===== src/rtl/tx_mac_framer_pkg.sv =====
// Shared types and constants for the transmit MAC framer.
// Byte values, CRC-32 constants, field offsets, FSM state enum.
package tx_mac_framer_pkg;

  localparam int GMII_DATA_W = 8;

  localparam logic [7:0] PREAMBLE_BYTE = 8'h55;
  localparam logic [7:0] SFD_BYTE      = 8'hD5;

  localparam logic [31:0] CRC32_POLY = 32'hEDB88320;
  localparam logic [31:0] CRC32_INIT = 32'hFFFFFFFF;

  localparam int DEF_MIN_FRAME_BYTES = 60;
  localparam int DEF_IPG_BYTES       = 12;
  localparam int DEF_PREAMBLE_BYTES  = 7;

  localparam int SRC_MAC_OFS    = 6;
  localparam int ETHER_TYPE_OFS = 12;
  localparam int PAYLOAD_OFS    = 14;

  localparam int BYTE_CNT_W = 11;
  localparam int CNT_W      = 8;

  typedef enum logic [2:0] {
    ST_IDLE,
    ST_PREAMBLE,
    ST_DATA,
    ST_PAD,
    ST_FCS,
    ST_IPG
  } tx_mac_state_t;

endpackage


===== src/rtl/tx_mac_framer_if.sv =====
// Upstream byte stream into the TX MAC framer.
// master: byte source; slave: framer (drives tx_ready_o).
interface tx_mac_framer_if;
  import tx_mac_framer_pkg::*;

  logic [GMII_DATA_W-1:0] tx_data_i;
  logic                   tx_valid_i;
  logic                   tx_last_i;
  logic                   tx_ready_o;

  modport master (
    output tx_data_i, tx_valid_i, tx_last_i,
    input  tx_ready_o
  );

  modport slave (
    input  tx_data_i, tx_valid_i, tx_last_i,
    output tx_ready_o
  );

endinterface


===== src/rtl/eth_crc32_byte.sv =====
// Combinational CRC-32 (reflected) update by one byte.
// crc_i: running CRC, data_i: byte, crc_o: updated CRC.
module eth_crc32_byte
  import tx_mac_framer_pkg::*;
(
  input  logic [31:0] crc_i,
  input  logic [7:0]  data_i,
  output logic [31:0] crc_o
);

  logic [31:0] c;

  always_comb begin
    c = crc_i ^ {24'h0, data_i};
    for (int i = 0; i < 8; i++) begin
      c = c[0] ? ((c >> 1) ^ CRC32_POLY) : (c >> 1);
    end
    crc_o = c;
  end

endmodule


===== src/rtl/tx_mac_framer.sv =====
// TX MAC framer: preamble, SFD, data, zero pad, FCS, IPG.
// Ports: clk/rst, upstream stream (up), GMII byte + field flags.
module tx_mac_framer
  import tx_mac_framer_pkg::*;
#(
  parameter int IPG_BYTES       = DEF_IPG_BYTES,
  parameter int MIN_FRAME_BYTES = DEF_MIN_FRAME_BYTES,
  parameter int PREAMBLE_BYTES  = DEF_PREAMBLE_BYTES
) (
  input  logic                   clk,
  input  logic                   rst,
  tx_mac_framer_if.slave         up,
  output logic [GMII_DATA_W-1:0] gmii_tx_data_o,
  output logic                   gmii_tx_en_o,
  output logic                   gmii_tx_er_o,
  output logic                   is_preamble_or_sfd_o,
  output logic                   is_dst_mac_o,
  output logic                   is_src_mac_o,
  output logic                   is_ether_type_o,
  output logic                   is_payload_or_crc_o
);

  tx_mac_state_t         state, state_n;
  logic [CNT_W-1:0]      cnt, cnt_n;
  logic [BYTE_CNT_W-1:0] bcnt, bcnt_n, bcnt_inc;
  logic [31:0]           crc, crc_n, crc_upd, fcs;
  logic [7:0]            crc_byte;

  logic [7:0] data_n;
  logic       en_n, er_n, pre_n, pay_n;
  logic       dst_n, src_n, typ_n;
  logic       by_idx;

  assign up.tx_ready_o = (state == ST_DATA);

  // Byte counter holds at its maximum rather than wrapping
  assign bcnt_inc = (&bcnt) ? bcnt : bcnt + 1'b1;
  assign fcs      = ~crc;
  assign crc_byte = (state == ST_DATA) ? up.tx_data_i : 8'h00;

  eth_crc32_byte u_crc (
    .crc_i  (crc),
    .data_i (crc_byte),
    .crc_o  (crc_upd)
  );

  always_comb begin
    state_n = state;
    cnt_n   = cnt;
    bcnt_n  = bcnt;
    crc_n   = crc;
    data_n  = '0;
    en_n    = 1'b0;
    er_n    = 1'b0;
    pre_n   = 1'b0;
    pay_n   = 1'b0;
    by_idx  = 1'b0;
    unique case (state)
      ST_IDLE: begin
        if (up.tx_valid_i) begin
          state_n = ST_PREAMBLE;
          cnt_n   = CNT_W'(1);
          bcnt_n  = '0;
          crc_n   = CRC32_INIT;
          data_n  = PREAMBLE_BYTE;
          en_n    = 1'b1;
          pre_n   = 1'b1;
        end
      end
      ST_PREAMBLE: begin
        en_n  = 1'b1;
        pre_n = 1'b1;
        // SFD goes out while DATA already accepts byte 0
        if (cnt == CNT_W'(PREAMBLE_BYTES)) begin
          data_n  = SFD_BYTE;
          state_n = ST_DATA;
        end else begin
          data_n = PREAMBLE_BYTE;
          cnt_n  = cnt + 1'b1;
        end
      end
      ST_DATA: begin
        en_n   = 1'b1;
        by_idx = 1'b1;
        cnt_n  = '0;
        if (up.tx_valid_i) begin
          data_n = up.tx_data_i;
          crc_n  = crc_upd;
          bcnt_n = bcnt_inc;
          if (up.tx_last_i) begin
            state_n = (bcnt_inc < BYTE_CNT_W'(MIN_FRAME_BYTES))
                    ? ST_PAD : ST_FCS;
          end
        end else begin
          er_n    = 1'b1;
          state_n = ST_IPG;
        end
      end
      ST_PAD: begin
        en_n   = 1'b1;
        by_idx = 1'b1;
        crc_n  = crc_upd;
        bcnt_n = bcnt_inc;
        if (bcnt_inc == BYTE_CNT_W'(MIN_FRAME_BYTES)) begin
          state_n = ST_FCS;
          cnt_n   = '0;
        end
      end
      ST_FCS: begin
        en_n   = 1'b1;
        pay_n  = 1'b1;
        data_n = fcs[8*cnt[1:0] +: 8];
        cnt_n  = cnt + 1'b1;
        if (cnt[1:0] == 2'd3) begin
          state_n = ST_IPG;
          cnt_n   = '0;
        end
      end
      ST_IPG: begin
        cnt_n = cnt + 1'b1;
        if (cnt == CNT_W'(IPG_BYTES - 1)) begin
          cnt_n = '0;
          if (up.tx_valid_i) begin
            state_n = ST_PREAMBLE;
            bcnt_n  = '0;
            crc_n   = CRC32_INIT;
          end else begin
            state_n = ST_IDLE;
          end
        end
      end
      default: state_n = ST_IDLE;
    endcase
    dst_n = 1'b0;
    src_n = 1'b0;
    typ_n = 1'b0;
    if (by_idx) begin
      dst_n = bcnt < BYTE_CNT_W'(SRC_MAC_OFS);
      src_n = (bcnt >= BYTE_CNT_W'(SRC_MAC_OFS))
            && (bcnt < BYTE_CNT_W'(ETHER_TYPE_OFS));
      typ_n = (bcnt >= BYTE_CNT_W'(ETHER_TYPE_OFS))
            && (bcnt < BYTE_CNT_W'(PAYLOAD_OFS));
      pay_n = bcnt >= BYTE_CNT_W'(PAYLOAD_OFS);
    end
  end

  always_ff @(posedge clk or posedge rst) begin
    if (rst) begin
      state                <= ST_IDLE;
      cnt                  <= '0;
      bcnt                 <= '0;
      crc                  <= CRC32_INIT;
      gmii_tx_data_o       <= '0;
      gmii_tx_en_o         <= 1'b0;
      gmii_tx_er_o         <= 1'b0;
      is_preamble_or_sfd_o <= 1'b0;
      is_dst_mac_o         <= 1'b0;
      is_src_mac_o         <= 1'b0;
      is_ether_type_o      <= 1'b0;
      is_payload_or_crc_o  <= 1'b0;
    end else begin
      state                <= state_n;
      cnt                  <= cnt_n;
      bcnt                 <= bcnt_n;
      crc                  <= crc_n;
      gmii_tx_data_o       <= data_n;
      gmii_tx_en_o         <= en_n;
      gmii_tx_er_o         <= er_n;
      is_preamble_or_sfd_o <= pre_n;
      is_dst_mac_o         <= dst_n;
      is_src_mac_o         <= src_n;
      is_ether_type_o      <= typ_n;
      is_payload_or_crc_o  <= pay_n;
    end
  end

endmodule


===== src/flat_wrapper.sv =====
// flat-port wrapper written by rule: the top's interface ports become plain ports
module tx_mac_framer_flat import tx_mac_framer_pkg::*;
#(
  parameter int IPG_BYTES       = DEF_IPG_BYTES,
  parameter int MIN_FRAME_BYTES = DEF_MIN_FRAME_BYTES,
  parameter int PREAMBLE_BYTES  = DEF_PREAMBLE_BYTES
)
  (clk, rst, gmii_tx_data_o, gmii_tx_en_o, gmii_tx_er_o, is_preamble_or_sfd_o, is_dst_mac_o, is_src_mac_o, is_ether_type_o, is_payload_or_crc_o, up_tx_data_i, up_tx_valid_i, up_tx_last_i, up_tx_ready_o);
  tx_mac_framer_if up_i ();
  input  logic clk;
  input  logic rst;
  output logic [GMII_DATA_W-1:0] gmii_tx_data_o;
  output logic gmii_tx_en_o;
  output logic gmii_tx_er_o;
  output logic is_preamble_or_sfd_o;
  output logic is_dst_mac_o;
  output logic is_src_mac_o;
  output logic is_ether_type_o;
  output logic is_payload_or_crc_o;
  input wire logic [$bits(up_i.tx_data_i)-1:0] up_tx_data_i;
  input wire logic [$bits(up_i.tx_valid_i)-1:0] up_tx_valid_i;
  input wire logic [$bits(up_i.tx_last_i)-1:0] up_tx_last_i;
  output wire logic [$bits(up_i.tx_ready_o)-1:0] up_tx_ready_o;
  assign up_i.tx_data_i = up_tx_data_i;
  assign up_i.tx_valid_i = up_tx_valid_i;
  assign up_i.tx_last_i = up_tx_last_i;
  assign up_tx_ready_o = up_i.tx_ready_o;
  tx_mac_framer #(.IPG_BYTES(IPG_BYTES), .MIN_FRAME_BYTES(MIN_FRAME_BYTES), .PREAMBLE_BYTES(PREAMBLE_BYTES)) u_core (.clk(clk), .rst(rst), .up(up_i), .gmii_tx_data_o(gmii_tx_data_o), .gmii_tx_en_o(gmii_tx_en_o), .gmii_tx_er_o(gmii_tx_er_o), .is_preamble_or_sfd_o(is_preamble_or_sfd_o), .is_dst_mac_o(is_dst_mac_o), .is_src_mac_o(is_src_mac_o), .is_ether_type_o(is_ether_type_o), .is_payload_or_crc_o(is_payload_or_crc_o));
endmodule

===== config.mk =====
export PLATFORM = sky130hd
export DESIGN_NAME = tx_mac_framer_flat
export DESIGN_NICKNAME = d
export VERILOG_FILES = /design/src/rtl/tx_mac_framer_pkg.sv /design/src/rtl/tx_mac_framer_if.sv /design/src/rtl/eth_crc32_byte.sv /design/src/rtl/tx_mac_framer.sv /design/src/flat_wrapper.sv
export SDC_FILE = /design/constraint.sdc
export NUM_CORES = 1
export LEC_CHECK = 0
export ABC_CLOCK_PERIOD_IN_PS = 5800
export CAP_MARGIN = 30
export CELL_PAD_IN_SITES_DETAIL_PLACEMENT = 0
export CELL_PAD_IN_SITES_GLOBAL_PLACEMENT = 1
export CORE_ASPECT_RATIO = 1.1
export CORE_UTILIZATION = 50
export CTS_BUF_LIST = sky130_fd_sc_hd__clkbuf_4 sky130_fd_sc_hd__clkbuf_8 sky130_fd_sc_hd__clkbuf_16
export CTS_CLUSTER_DIAMETER = 60
export DETAILED_ROUTE_END_ITERATION = 6
export PLACE_DENSITY = 0.85
export REMOVE_ABC_BUFFERS = 1
export SLEW_MARGIN = 0
export SYNTH_ARGS = -nofsm -noshare
export SYNTH_HDL_FRONTEND = slang
export SYNTH_SLANG_ARGS = --single-unit

===== constraint.sdc =====
create_clock -name clk -period 5.8 [get_ports clk]
set_input_delay 1.45 -clock clk [delete_from_list [all_inputs] [get_ports clk]]
set_output_delay 1.45 -clock clk [all_outputs]
set_load 0.05 [all_outputs]

==> Word-level counts from Yosys, hierarchy flattened <==
Index checks and enable logic that the tools add are counted.
{ "word_totals": {"regBits": 69} }
{ "op_classes": {"n_eq_ne": 17, "bitwise": 10, "add_sub_neg": 2, "shift": 1, "order_cmp": 7, "mux": 49, "n_reduce_logical": 11} }
{ "op_table": {"columns": ["cell", "n"], "rows": [
  ["$mux 32", 11],
  ["$pmux 32 s4", 1],
  ["$not 13->14", 8],
  ["$mux 8", 8],
  ["$pmux 8 s6", 1],
  ["$mux 11", 4],
  ["$pmux 11 s4", 1],
  ["$not 32->32", 1],
  ["$pmux 8 s4", 1],
  ["$shiftx 32x6->8", 1],
  ["$xor 32x8->32", 1],
  ["$mux 3", 8],
  ["$ge 11x4->1 const B", 2],
  ["$lt 11x4->1 const B", 2],
  ["$pmux 3 s6", 1],
  ["$add 11x1->11 const B", 1],
  ["$eq 11x6->1 const B", 1],
  ["$ge 11x3->1 const B", 1],
  ["$lt 11x3->1 const B", 1],
  ["$lt 11x6->1 const B", 1],
  ["$reduce_and 11->1", 1],
  ["$mux 1", 10],
  ["$add 8x1->8 const B", 1],
  ["$eq 8x3->1 const B", 1],
  ["19 further kinds", 28]
]} }

==> Logic depth before layout (Yosys ltp) <==
Gate-level depths: netlist of run 1.
{ "depth": {"depth_word": 21, "ltp_mapped": 8, "ltp_nobuf": 7} }

==> By module <==
A second synthesis of run 1 with hierarchy kept.
{ "unflattened": {"cells_unflattened": 496, "area_unflattened_um2": 4634.4} }
{ "modules_own_cells": {"columns": ["mod", "cells_per_inst", "area_each_um2", "n_inst"], "rows": [
  ["tx_mac_framer", 425, 3857.4, 1],
  ["eth_crc32_byte", 71, 777.0, 1]
]} }

==> Worst setup path after synthesis of run 1 <==
No wires, ideal clock.
{ "synth_timing": {"kind": "in2reg", "startpoint": "input port up_tx_data_i[5]", "endpoint": "register u_core.crc[19]", "setup_slack_ps": 2866, "required_time_ps": 5723, "arrival_ps": 2856, "cell_stages": 5, "path_cell_list": "nor4bb_1 xnor2_1 xnor3_1 xnor2_1 a31oi_1"} }
{ "synth_between": {"elab_chain_cells": 14} }
{ "synth_lines": {"columns": ["element", "line", "rtl"], "rows": [
  ["start: declaration", "flat_wrapper.sv:20", "input wire logic [$bits(up_i.tx_data_i)-1:0] up_tx_data_i;"],
  ["$mux 8 (*)", "tx_mac_framer.sv:39", "assign crc_byte = (state == ST_DATA) ? up.tx_data_i : 8'h00;"],
  ["$xor 32x8->32 (*)", "eth_crc32_byte.sv:14", "c = crc_i ^ {24'h0, data_i};"],
  ["$mux 32 (*) (6 in series)", "eth_crc32_byte.sv:16", "c = c[0] ? ((c >> 1) ^ CRC32_POLY) : (c >> 1);"],
  ["$not 13->14 (no source line)", null, null],
  ["$mux 32 (*)", "eth_crc32_byte.sv:16", null],
  ["$not 13->14 (no source line)", null, null],
  ["$mux 32 (*)", "eth_crc32_byte.sv:16", null],
  ["$mux 32", "tx_mac_framer.sv:86", "if (up.tx_valid_i) begin"],
  ["$pmux 32 s4 (*)", "tx_mac_framer.sv:58", "unique case (state)"],
  ["end signal: assignment", "tx_mac_framer.sv:165", "crc <= crc_n;"],
  ["end: declaration", "tx_mac_framer.sv:26", "logic [31:0] crc, crc_n, crc_upd, fcs;"]
]} }
Mark *: on every way between the ends. The rest lies on a longest branch, timed or not. The select of a mux whose other input is x is not followed.
A chain may end at the register's enable or synchronous reset.

==> Final worst setup path of run 1 <==
{ "layout_timing": {"startpoint": "register u_core.state[1]", "endpoint": "output port up_tx_ready_o"} }
{ "layout_between": {"elab_chain_cells": 1} }
{ "layout_lines": {"columns": ["element", "line", "rtl"], "rows": [
  ["start: declaration", "tx_mac_framer.sv:23", "tx_mac_state_t state, state_n;"],
  ["start signal: assignment", "tx_mac_framer.sv:162", "state <= state_n;"],
  ["$eq 3x2->1", "tx_mac_framer.sv:34", "assign up.tx_ready_o = (state == ST_DATA);"],
  ["end: declaration", "flat_wrapper.sv:23", "output wire logic [$bits(up_i.tx_ready_o)-1:0] up_tx_ready_o;"]
]} }
No other way between the ends.

==> impl_metrics.csv, run 1 <==
group,metric,value,unit
critical_path,crit_arrival,2.41,ns
timing,rsz0062_at_grt,"false",
timing,finalMaxSlewViolations,0,
run,drv_cap,0,
floorplanning,ioPinCount,28,
finish,area_delta_synth_final,13.2,%
pwr,leakage,1.94,nW
cts,cts.sinks,69,
finish,antenna_cells,0,
grt,grt_first_pass_wirelength,17.8,mm
cts,cts-root-buf,"clkbuf_8",
detailed_routing,ant_nets,0,
yosys,synth_cell_type_count,56,
cts,cts_tree,"yes",
timing,period_share,66.5,%
finish,final_common_cell,"nor2_1",
timing,fin_setup_tns,0,ns
detailed_routing,drt_wl_total,10.6,mm
timing,worst_clock_skew,0.0138,ns
timing,whs,0.513,ns
floorplanning,row_count,35,
timing,finalSetupViolCount,0,
yosys,synth_xor_xnor_area_share,17.6,%
worst_hold_path,min_from,"u_core.crc[23]",
critical_path,r2r_cells,7,
worst_hold_path,hold_depth,2,
yosys,netlist_instances,459,
critical_path,endpoint_kind,"primary output",
timing,timing.slew.headroom,45.7,%
timing,finalHoldViolCount,0,
yosys,syn_area,4410,µm²
critical_path,worst-path-buf-inv,2,
yosys,yosysSeqAreaShare,40.0,%
yosys,synth_fa_ha_area_share,1.13,%
yosys,async_flop_share,100,%
cts,clockBufferDepth,2,
yosys,synth_edf_count,0,
cts,clk_pin_slew_worst_paths,0.07,ns
grt,grt_util_all_layers,25.0,%
cts,post_cts_buffers,0,
cts,htreeDepth,3,
timing,fmax,259,MHz
critical_path,crit_start,"u_core.state[1]",
critical_path,cp.depth,3,
detailed_routing,vias_per_cell,5.92,
pwr,p_per_area,738,nW/µm²
detailed_routing,drt_iter0_drc,202,
yosys,synthSimpleGateAreaFrac,16.8,%
detailed_routing,drc_errors,0,
placed_design,hpwl,7.46,mm
detailed_routing,wl_per_cell,17.9,µm
detailed_routing,vias,3513,
finish,fin_cells,593,
floorplanning,die_area,9210,µm²
critical_path,path_cells,"buf_4, nor3b_4, clkdlybuf4s50_1",
timing,setup_slack,1.94,ns
finish,final_nets,493,
cts,cts_buffers,9,
placed_design,io_buffers,27,
floorplanning,coreArea,8450,µm²
pwr,total_power,3.69,mW
cts,ctsResizeCount,0,
cts,clk-insertion-delay-late,0.34,ns
run_status,status,"complete, no violations",
timing,finalCriticalPeriod,3.86,ns
placed_design,gp_congestion,0.910,
yosys,synthMuxAreaShare,5.05,%
critical_path,worst_r2r_startpoint,"u_core.cnt[0]",
finish,drive_gt1_share,16.8,%
critical_path,max_stage_delay,0.92,ns
finish,fillers,737,
critical_path,cpMaxStageDelayCell,"clkdlybuf4s50_1",
critical_path,critPathRequiredTime,4.35,ns
yosys,ys.flop_type,"dfrtp_1",
timing,tightest_slew,0.813,ns
yosys,synth_compound_area_share,16.0,%
yosys,synth_top_family_by_area,"XOR/XNOR gates",
grt,grt_max_degree,44,
yosys,avgSynthCellArea,9.62,µm²
worst_hold_path,hp-class,"reg -> reg",
grt,overflow,0,
grt,antenna_found_initial,0,
placed_design,post-place-ws,1.80,ns
finish,final_cell_mix,"nor2_1 (52), xnor2_1 (43), a21oi_1 (38)",
yosys,yosys_warnings,0,
grt,grt_pass1_vias,3312,
floorplanning,die_w,91.6,µm
placed_design,dpl.cell_count,577,
finish,seq_area,1770,µm²
detailed_routing,firstDrtPassIters,5,
floorplanning,start_util,52.2,%
pwr,peakVddDrop,0.000460,V
critical_path,crit_fanout,26,
finish,multi_input_area,2500,µm²
yosys,ys_seq_elements,69,
floorplanning,die_h,101,µm
critical_path,crit_path_start_kind,"flip-flop",
critical_path,crit_type,"reg -> out",
cts,ctsHoldBuffers,0,
critical_path,crit_family,"buffers and inverters",
## cells in the mapped netlist (2+ instances only)
cell type	instances	area (µm²)
o22a_1	4	35.0
nor3b_1	3	22.5
nor2_1	52	195
o311ai_0	2	17.5
a311o_1	2	20.0
o21ai_0	23	115
o22ai_1	2	12.5
xor2_1	30	263
or2_2	2	12.5
buf_2	14	70.1
nand2b_1	5	31.3
a211oi_1	2	15.0
a21oi_1	38	190
o21a_1	2	15.0
nand2_1	26	97.6
mux4_2	8	180
xnor3_1	2	45.0
nand3b_1	2	15.0
and3_1	6	37.5
a41oi_1	3	26.3
inv_1	8	30.0
nand3_1	18	90.1
nor2b_1	6	37.5
o31ai_1	6	45.0
mux2i_1	2	20.0
nor3_1	6	30.0
dfstp_2	32	841
a31oi_1	21	131
xnor2_2	4	65.1
nand4_1	3	18.8
xnor2_1	43	377
nor4bb_1	5	50.1
dfrtp_1	37	926
mux2_2	2	22.5
clkbuf_1	12	45.0
ha_1	4	50.1
nor4_1	3	18.8
## per-layer routing
layer  vias to the layer above  share of wire, %  global-route usage [%]
li1                       1674                 -                       -
met1                      1731                47                    37.2
met2                       100                46                    38.3
met3                         8               5.5                    3.17
met4                         0              0.85                    6.84
met5                         -                 0                       0
## power breakdown
part | switching (mW) | total (mW) | internal (mW)
clock network | 0.187 | 0.460 | 0.272
registers | 0.185 | 0.929 | 0.744
logic | 1.28 | 2.30 | 1.02
total | 1.65 | 3.69 | 2.04
## registers in the layout, summed over array words and instances (netlist names)
signal	flops
u_core.is_ether_type_o	1
u_core.is_dst_mac_o	1
u_core.state	3
u_core.gmii_tx_er_o	1
u_core.is_payload_or_crc_o	1
u_core.is_preamble_or_sfd_o	1
u_core.crc	32
u_core.is_src_mac_o	1
u_core.gmii_tx_en_o	1
u_core.bcnt	11
u_core.cnt	8
u_core.gmii_tx_data_o	8
## layout make-up
| type | count | share of cell area (%) |
|---|---|---|
| repair buffers | 34 | 6.46 |
| flip-flops and latches | 69 | 35.4 |
| clock inverters | 2 | 0.701 |
| clock buffers | 14 | 4.06 |
| inverters | 8 | 0.601 |
| multi-input cells | 355 | 50.0 |
| well taps | 111 | 2.78 |
## per-stage QoR
step | utilization, % | cell area [µm²]
final | 59.1 | 5000
after CTS | 59.1 | 5000
after detailed placement | 56.3 | 4760
after global routing | 59.1 | 5000
after floorplan | - | 4300
after global placement | 56.3 | 4760
## worst paths after layout
check | to | slack [ns]
min in group asynchronous | u_core.is_preamble_or_sfd_o | 1.56
max in group asynchronous | u_core.gmii_tx_data_o[0] | 3.32
max | up_tx_ready_o | 1.94
min | u_core.crc[23] | 0.51
max reg2reg | u_core.bcnt[4] | 2.74
min reg2reg | u_core.crc[23] | 0.51
## worst reg2reg max path, cell delays in order, from the launching register on
cell and delay (ns):
dfrtp_1 0.77, ha_1 0.38, inv_1 0.14, nor3_2 0.31, a311oi_2 0.25, nor2_2 0.69, nand2_1 0.19, o31ai_1 0.24
## logic make-up after synthesis
logic type               after synthesis
AO/OA/AOI/OAI                        113
XOR/XNOR                              80
adder cells (fa/ha/maj)                4
buffers and inverters                 35
flip-flops                            69
multiplexers                          12
AND/OR/NAND/NOR                      146
Note: power is estimated with default switching activity, not from simulation.
==> run 2: changes to the inputs <==
ABC_CLOCK_PERIOD_IN_PS = 3600   (was 5800)
CORE_UTILIZATION = 47   (was 50)
PLACE_DENSITY = 0.81   (was 0.85)
clock period = 3.6 ns   (was 5.8 ns; I/O delays follow)
==> run 2 against run 1 <==
  * Sequential share of layout area fell by 0.40 points
  * Utilization fell by 3.0 points
  * First-iteration DRC count is 2.5% higher
  * Combinational power up 68%
  * Largest cell class unchanged
  * Largest power group unchanged
==> impl_metrics.csv, run 2 (synthesized netlist as in run 1, its figures left out) <==
group,metric,value,unit
critical_path,cp.depth,2,
grt,grt_util_all_layers,24.0,%
finish,largest_register,"u_core.crc",
placed_design,io_buffers,27,
critical_path,cpMaxStageDelayCell,"clkdlybuf4s50_1",
timing,finalHoldViolCount,0,
cts,clk-insertion-delay-late,0.36,ns
finish,antenna_cells,0,
critical_path,crit_arrival,2.02,ns
timing,fin_setup_tns,0,ns
timing,finalSetupViolCount,0,
cts,ctsHoldBuffers,0,
cts,cts.sinks,69,
critical_path,critPathRequiredTime,2.70,ns
cts,cts_buffers,9,
cts,cts-root-buf,"clkbuf_8",
grt,antenna_found_initial,0,
cts,post_cts_buffers,0,
critical_path,r2r_setup_slack,0.82,ns
floorplanning,row_count,36,
floorplanning,die_w,94.4,µm
finish,fin_cells,608,
critical_path,crit_path_start_kind,"flip-flop",
floorplanning,die_area,9780,µm²
critical_path,endpoint_kind,"primary output",
detailed_routing,vias,3554,
pwr,peakVddDrop,0.000451,V
placed_design,dpl.cell_count,592,
critical_path,reg2reg_to,"u_core.cnt[4]",
cts,clk_pin_slew_worst_paths,0.08,ns
pwr,p_per_area,1180,nW/µm²
cts,ctsResizeCount,0,
floorplanning,ioPinCount,28,
detailed_routing,vias_per_cell,5.85,
timing,fmax,342,MHz
placed_design,gp_congestion,0.839,
finish,final_common_cell,"nor2_1",
finish,reg_top3,"u_core.crc (32), u_core.bcnt (11)",
floorplanning,start_util,49.0,%
run_status,status,"complete, no violations",
grt,overflow,0,
detailed_routing,wl_per_cell,17.6,µm
pwr,leakage,1.98,nW
run,drv_cap,0,
finish,drive_gt1_share,18.8,%
floorplanning,coreArea,9010,µm²
finish,final_cell_mix,"nor2_1 (52), xnor2_1 (43), a21oi_1 (38)",
timing,worst_clock_skew,0.00967,ns
grt,grt_first_pass_wirelength,18.0,mm
finish,final_nets,505,
timing,finalCriticalPeriod,2.92,ns
cts,clockBufferDepth,2,
timing,period_share,81.2,%
critical_path,worst_r2r_startpoint,"u_core.bcnt[1]",
detailed_routing,firstDrtPassIters,5,
finish,largest_reg_flops,32,
timing,rsz0062_at_grt,"false",
detailed_routing,drc_errors,0,
critical_path,crit_start,"u_core.state[2]",
grt,grt_max_degree,30,
grt,grt_pass1_vias,3424,
critical_path,max_stage_delay,0.84,ns
timing,timing.slew.headroom,57.8,%
timing,finalMaxSlewViolations,0,
cts,htreeDepth,3,
critical_path,crit_fanout,14,
cts,cts_tree,"yes",
critical_path,endpoint,"up_tx_ready_o",
floorplanning,die_h,104,µm
critical_path,r2r_cells,7,
worst_hold_path,min_from,"u_core.crc[17]",
timing,tightest_slew,0.629,ns
critical_path,worst-path-buf-inv,1,
placed_design,hpwl,7.64,mm
critical_path,path_cells,"nor3b_4, clkdlybuf4s50_1",
critical_path,crit_family,"buffers and inverters",
detailed_routing,drt_iter0_drc,207,
finish,area_delta_synth_final,14.5,%
critical_path,crit_type,"reg -> out",
detailed_routing,ant_nets,0,
worst_hold_path,hp-class,"reg -> reg",
detailed_routing,drt_wl_total,10.7,mm
[run 2: cell types whose count changed in the layout (fill, tap and decap cells not counted)]
cell / before / now
bufinv_16: 1 / 0
clkbuf_4: 2 / 3
buf_4: 7 / 19
clkbuf_16: 2 / 0
clkbuf_8: 10 / 13
clkinv_2: 1 / 0
[run 2: power breakdown]
part           internal, mW  switching, mW  leakage, nW
Combinational          1.74           2.12         1.05
Sequential             1.20          0.268        0.828
Clock                 0.350          0.293        0.107
[run 2: worst min path at each step]
stage                      to  depth (start not counted)
2_1_floorplan   u_core.cnt[7]                          1
3_3_place_gp    u_core.cnt[7]                          1
3_5_place_dp   u_core.crc[17]                          2
4_1_cts        u_core.crc[17]                          2
5_1_grt         u_core.cnt[7]                          1
6_report       u_core.crc[17]                          2
[run 2: worst min-delay path, delay by kind of cell (launching register included)]
| family | cells | cell delay [ns] |
|---|---|---|
| flops | 1 | 0.38 |
| simple gates | 1 | 0.09 |
| compound gates | 1 | 0.04 |
[run 2: layout make-up]
| cell class | count | area (µm²) |
|---|---|---|
| fill | 801 | 3960 |
| timing repair buffer | 46 | 413 |
| multi-input combinational | 355 | 2500 |
| inverter | 8 | 30.0 |
| clock buffer | 16 | 201 |
| tap | 114 | 143 |
| sequential | 69 | 1770 |
[run 2: routing by layer]
layer  vias to the layer above  global-route usage (%)  share of wire (%)
met5                         -                       0                  0
met4                         0                    9.01                2.0
met2                       111                    36.4                 46
met1                      1718                    34.7                 48
met3                        19                    2.94                4.7
li1                       1706                       -                  -
[run 2: per-stage QoR]
step / util [%] / cell area [µm²] / setup slack (ns) / total power, mW / hold WS [ns]
2_1_floorplan: - / 4300 / 0.180 / 4.34 / 0.471
3_3_place_gp: 53.9 / 4850 / 0.478 / 5.23 / 0.498
3_5_place_dp: 53.9 / 4850 / 0.427 / 5.30 / 0.504
4_1_cts: 56.1 / 5050 / 0.669 / 5.97 / 0.515
5_1_grt: 56.1 / 5050 / 0.519 / 6.38 / 0.546
6_report: 56.1 / 5050 / 0.678 / 5.97 / 0.517
==> variant, RTL diff (settings of run 1) <==
The package constant `BYTE_CNT_W` goes from 11 to 13.
--- a/src/rtl/tx_mac_framer_pkg.sv
+++ b/src/rtl/tx_mac_framer_pkg.sv
@@ -18,7 +18,7 @@
   localparam int ETHER_TYPE_OFS = 12;
   localparam int PAYLOAD_OFS    = 14;
 
-  localparam int BYTE_CNT_W = 11;
+  localparam int BYTE_CNT_W = 13;
   localparam int CNT_W      = 8;
 
   typedef enum logic [2:0] {
Check against the original RTL: same outputs for any inputs over 10 cycles, from zero or initial values and one cycle with rst high; that may be too few to reach the edited logic, so the function may still have changed.
==> variant against run 1 <==
Synthesized area rose by 11%; cell area rose by 6.8%; sequential cell count rose by 2; worst setup slack got worse by 160 ps; power fell by 3.5%; core utilization fell by 2.3 points; wire length rose by 7.5%; hold slack got worse by 19 ps; critical path type unchanged; critical endpoint unchanged; largest cell class unchanged; highest routed layer unchanged.
==> variant: results (changes against run 1) <==
Avg WL per Cell: 18.22 µm (+1.8%)
Placement Cell Area: 0.005151 mm² (+8.3%)
Nets: 521 (+5.7%)
Fill cells: 832 (+13%)
Peak VDD IR: 0.4325 mV (-6.1%)
Hold WC Path Type: reg -> reg
Max incr delay on CP: 900 ps (-20 ps)
Number of global-route vias before repair: 3549 (+7.2%)
Starting DRT DRC Count: 201 (-0.50%)
Worst skew pair latency: 360 ps (+20 ps)
Static Leak: 2.012 nW (+3.8%)
Setup Skew: 13.65 ps (-0.1927 ps)
Root buffer cell: clkbuf_8
Share of flip-flops with an asynchronous set or reset: 100.0% (unchanged)
# diodes: 0 (unchanged)
DP HPWL: 7.841 mm (+5.1%)
CTS buffer count: 9 (unchanged)
Clock slew at reported path FFs: 70 ps (about the same)
Post-synth top cells: nor2_1, a21oi_1, nand2_1
Top Registers: u_core.crc x32, u_core.bcnt x13
Total wire length: 11.41 mm (+7.5%)
Seq/Total Area, Yosys: 37.24% (-2.8 points)
Bufs on Longest Clock Path: 2 (unchanged)
Antenna violations before repair: 0 (unchanged)
Arr. time, crit path: 2570 ps (+160 ps)
Slowest cell on the critical path: clkdlybuf4s50_1
DRT Pass-1 Iters: 5 (unchanged)
Cells after DPL: 611 (+5.9%)
Max cap viols: 0 (unchanged)
RD Place Congestion: 0.8856 (-2.7%)
H-tree levels: 3 (unchanged)
First-pass GRT wire length: 18.71 mm (+5.3%)
Tot GR Track Use: 24.57% (-0.41 points)
Critical Path Fanout Max: 18 (-31%)
Max_slew headroom: 46.31% (+0.60 points)
Postcts setup bufs: 0 (unchanged)
Post-synth cell types: 70 (+25%)
CTS resizes: 0 (unchanged)
Sw frac: 46.57% (+1.9 points)
Mean Syn Cell Area: 9.855 µm² (+2.5%)
Top FF cell, synth: dfrtp_1
Status: finished clean
Largest cells by area after synthesis: dfrtp_1, dfstp_2, xnor2_1
# port buffers: 27 (unchanged)
Via/cell ratio: 5.931 (+0.12%)
Pin count of the biggest net entering global routing: 41 (-6.8%)
Fraction of layout cells with a size suffix above 1: 19.65% (+2.8 points)
Yosys warning total: 0 (unchanged)
variant: critical path: cells and delay by family, from the launching register on:
family        cells  cell delay (ps)
buf+inv           1              900
flops             1              720
simple gates      1              590
variant: logic make-up after synthesis:
kind of cell / synth area share, %
buffers and inverters: 4.488
adder cells (fa/ha/maj): 1.026
XOR/XNOR: 18.59
flip-flops: 37.24
AO/OA/AOI/OAI: 17.31
multiplexers: 4.386
AND/OR/NAND/NOR: 16.95
variant: per-stage QoR:
stage / power [W] / utilization, % / setup slack [ps] / hold WS, ps
after floorplan: 0.002674 / - / 2477 / 447.1
after global placement: 0.003132 / 54.81 / 1803 / 459.7
after detailed placement: 0.003168 / 54.81 / 1769 / 470.1
after CTS: 0.003567 / 56.77 / 1757 / 479.7
after global routing: 0.003807 / 56.77 / 1635 / 506.5
final: 0.003558 / 56.77 / 1784 / 493.4
variant: power groups by stage:
stage	logic, W	clock network [W]	registers [W]
floorplan	0.00169	0	0.000985
global placement	0.00223	0	0.000902
detailed placement	0.00226	0	0.000911
CTS	0.00227	0.000392	0.000901
global route	0.00247	0.000408	0.000931
finish	0.00227	0.000384	0.000904
variant: cell type report:
class | instances | area, µm² | share of cell area, %
multi-input cells | 381 | 2843 | 53.28
inverters | 10 | 37.54 | 0.7036
repair buffers | 32 | 307.8 | 5.769
well taps | 117 | 146.4 | 2.744
clock inverters | 1 | 5.005 | 0.09381
flip-flops and latches | 71 | 1817 | 34.05
clock buffers | 14 | 178.9 | 3.354
variant: worst paths after layout:
check	startpoint	cells past startpoint	endpoint	slack (ps)
max	u_core.state[1]$_DFFE_PP0P_	2	up_tx_ready_o	1780
min	u_core.crc[27]$_DFFE_PP1P_	2	u_core.crc[27]$_DFFE_PP1P_	490
max reg2reg	u_core.cnt[0]$_DFFE_PP0P_	7	u_core.crc[6]$_DFFE_PP1P_	2270
min reg2reg	u_core.crc[27]$_DFFE_PP1P_	2	u_core.crc[27]$_DFFE_PP1P_	490
max in group asynchronous	rst	3	u_core.crc[28]$_DFFE_PP1P_	3230
min in group asynchronous	rst	2	u_core.is_src_mac_o$_DFF_PP0_	1520
variant: layer usage:
metal	GRT usage (%)	vias to the layer above	part of all wire, %
met3	3.752	15	4.1
met2	37.69	106	48
met4	6.930	0	1.5
li1	-	1779	-
met5	0	-	0
met1	35.71	1813	47
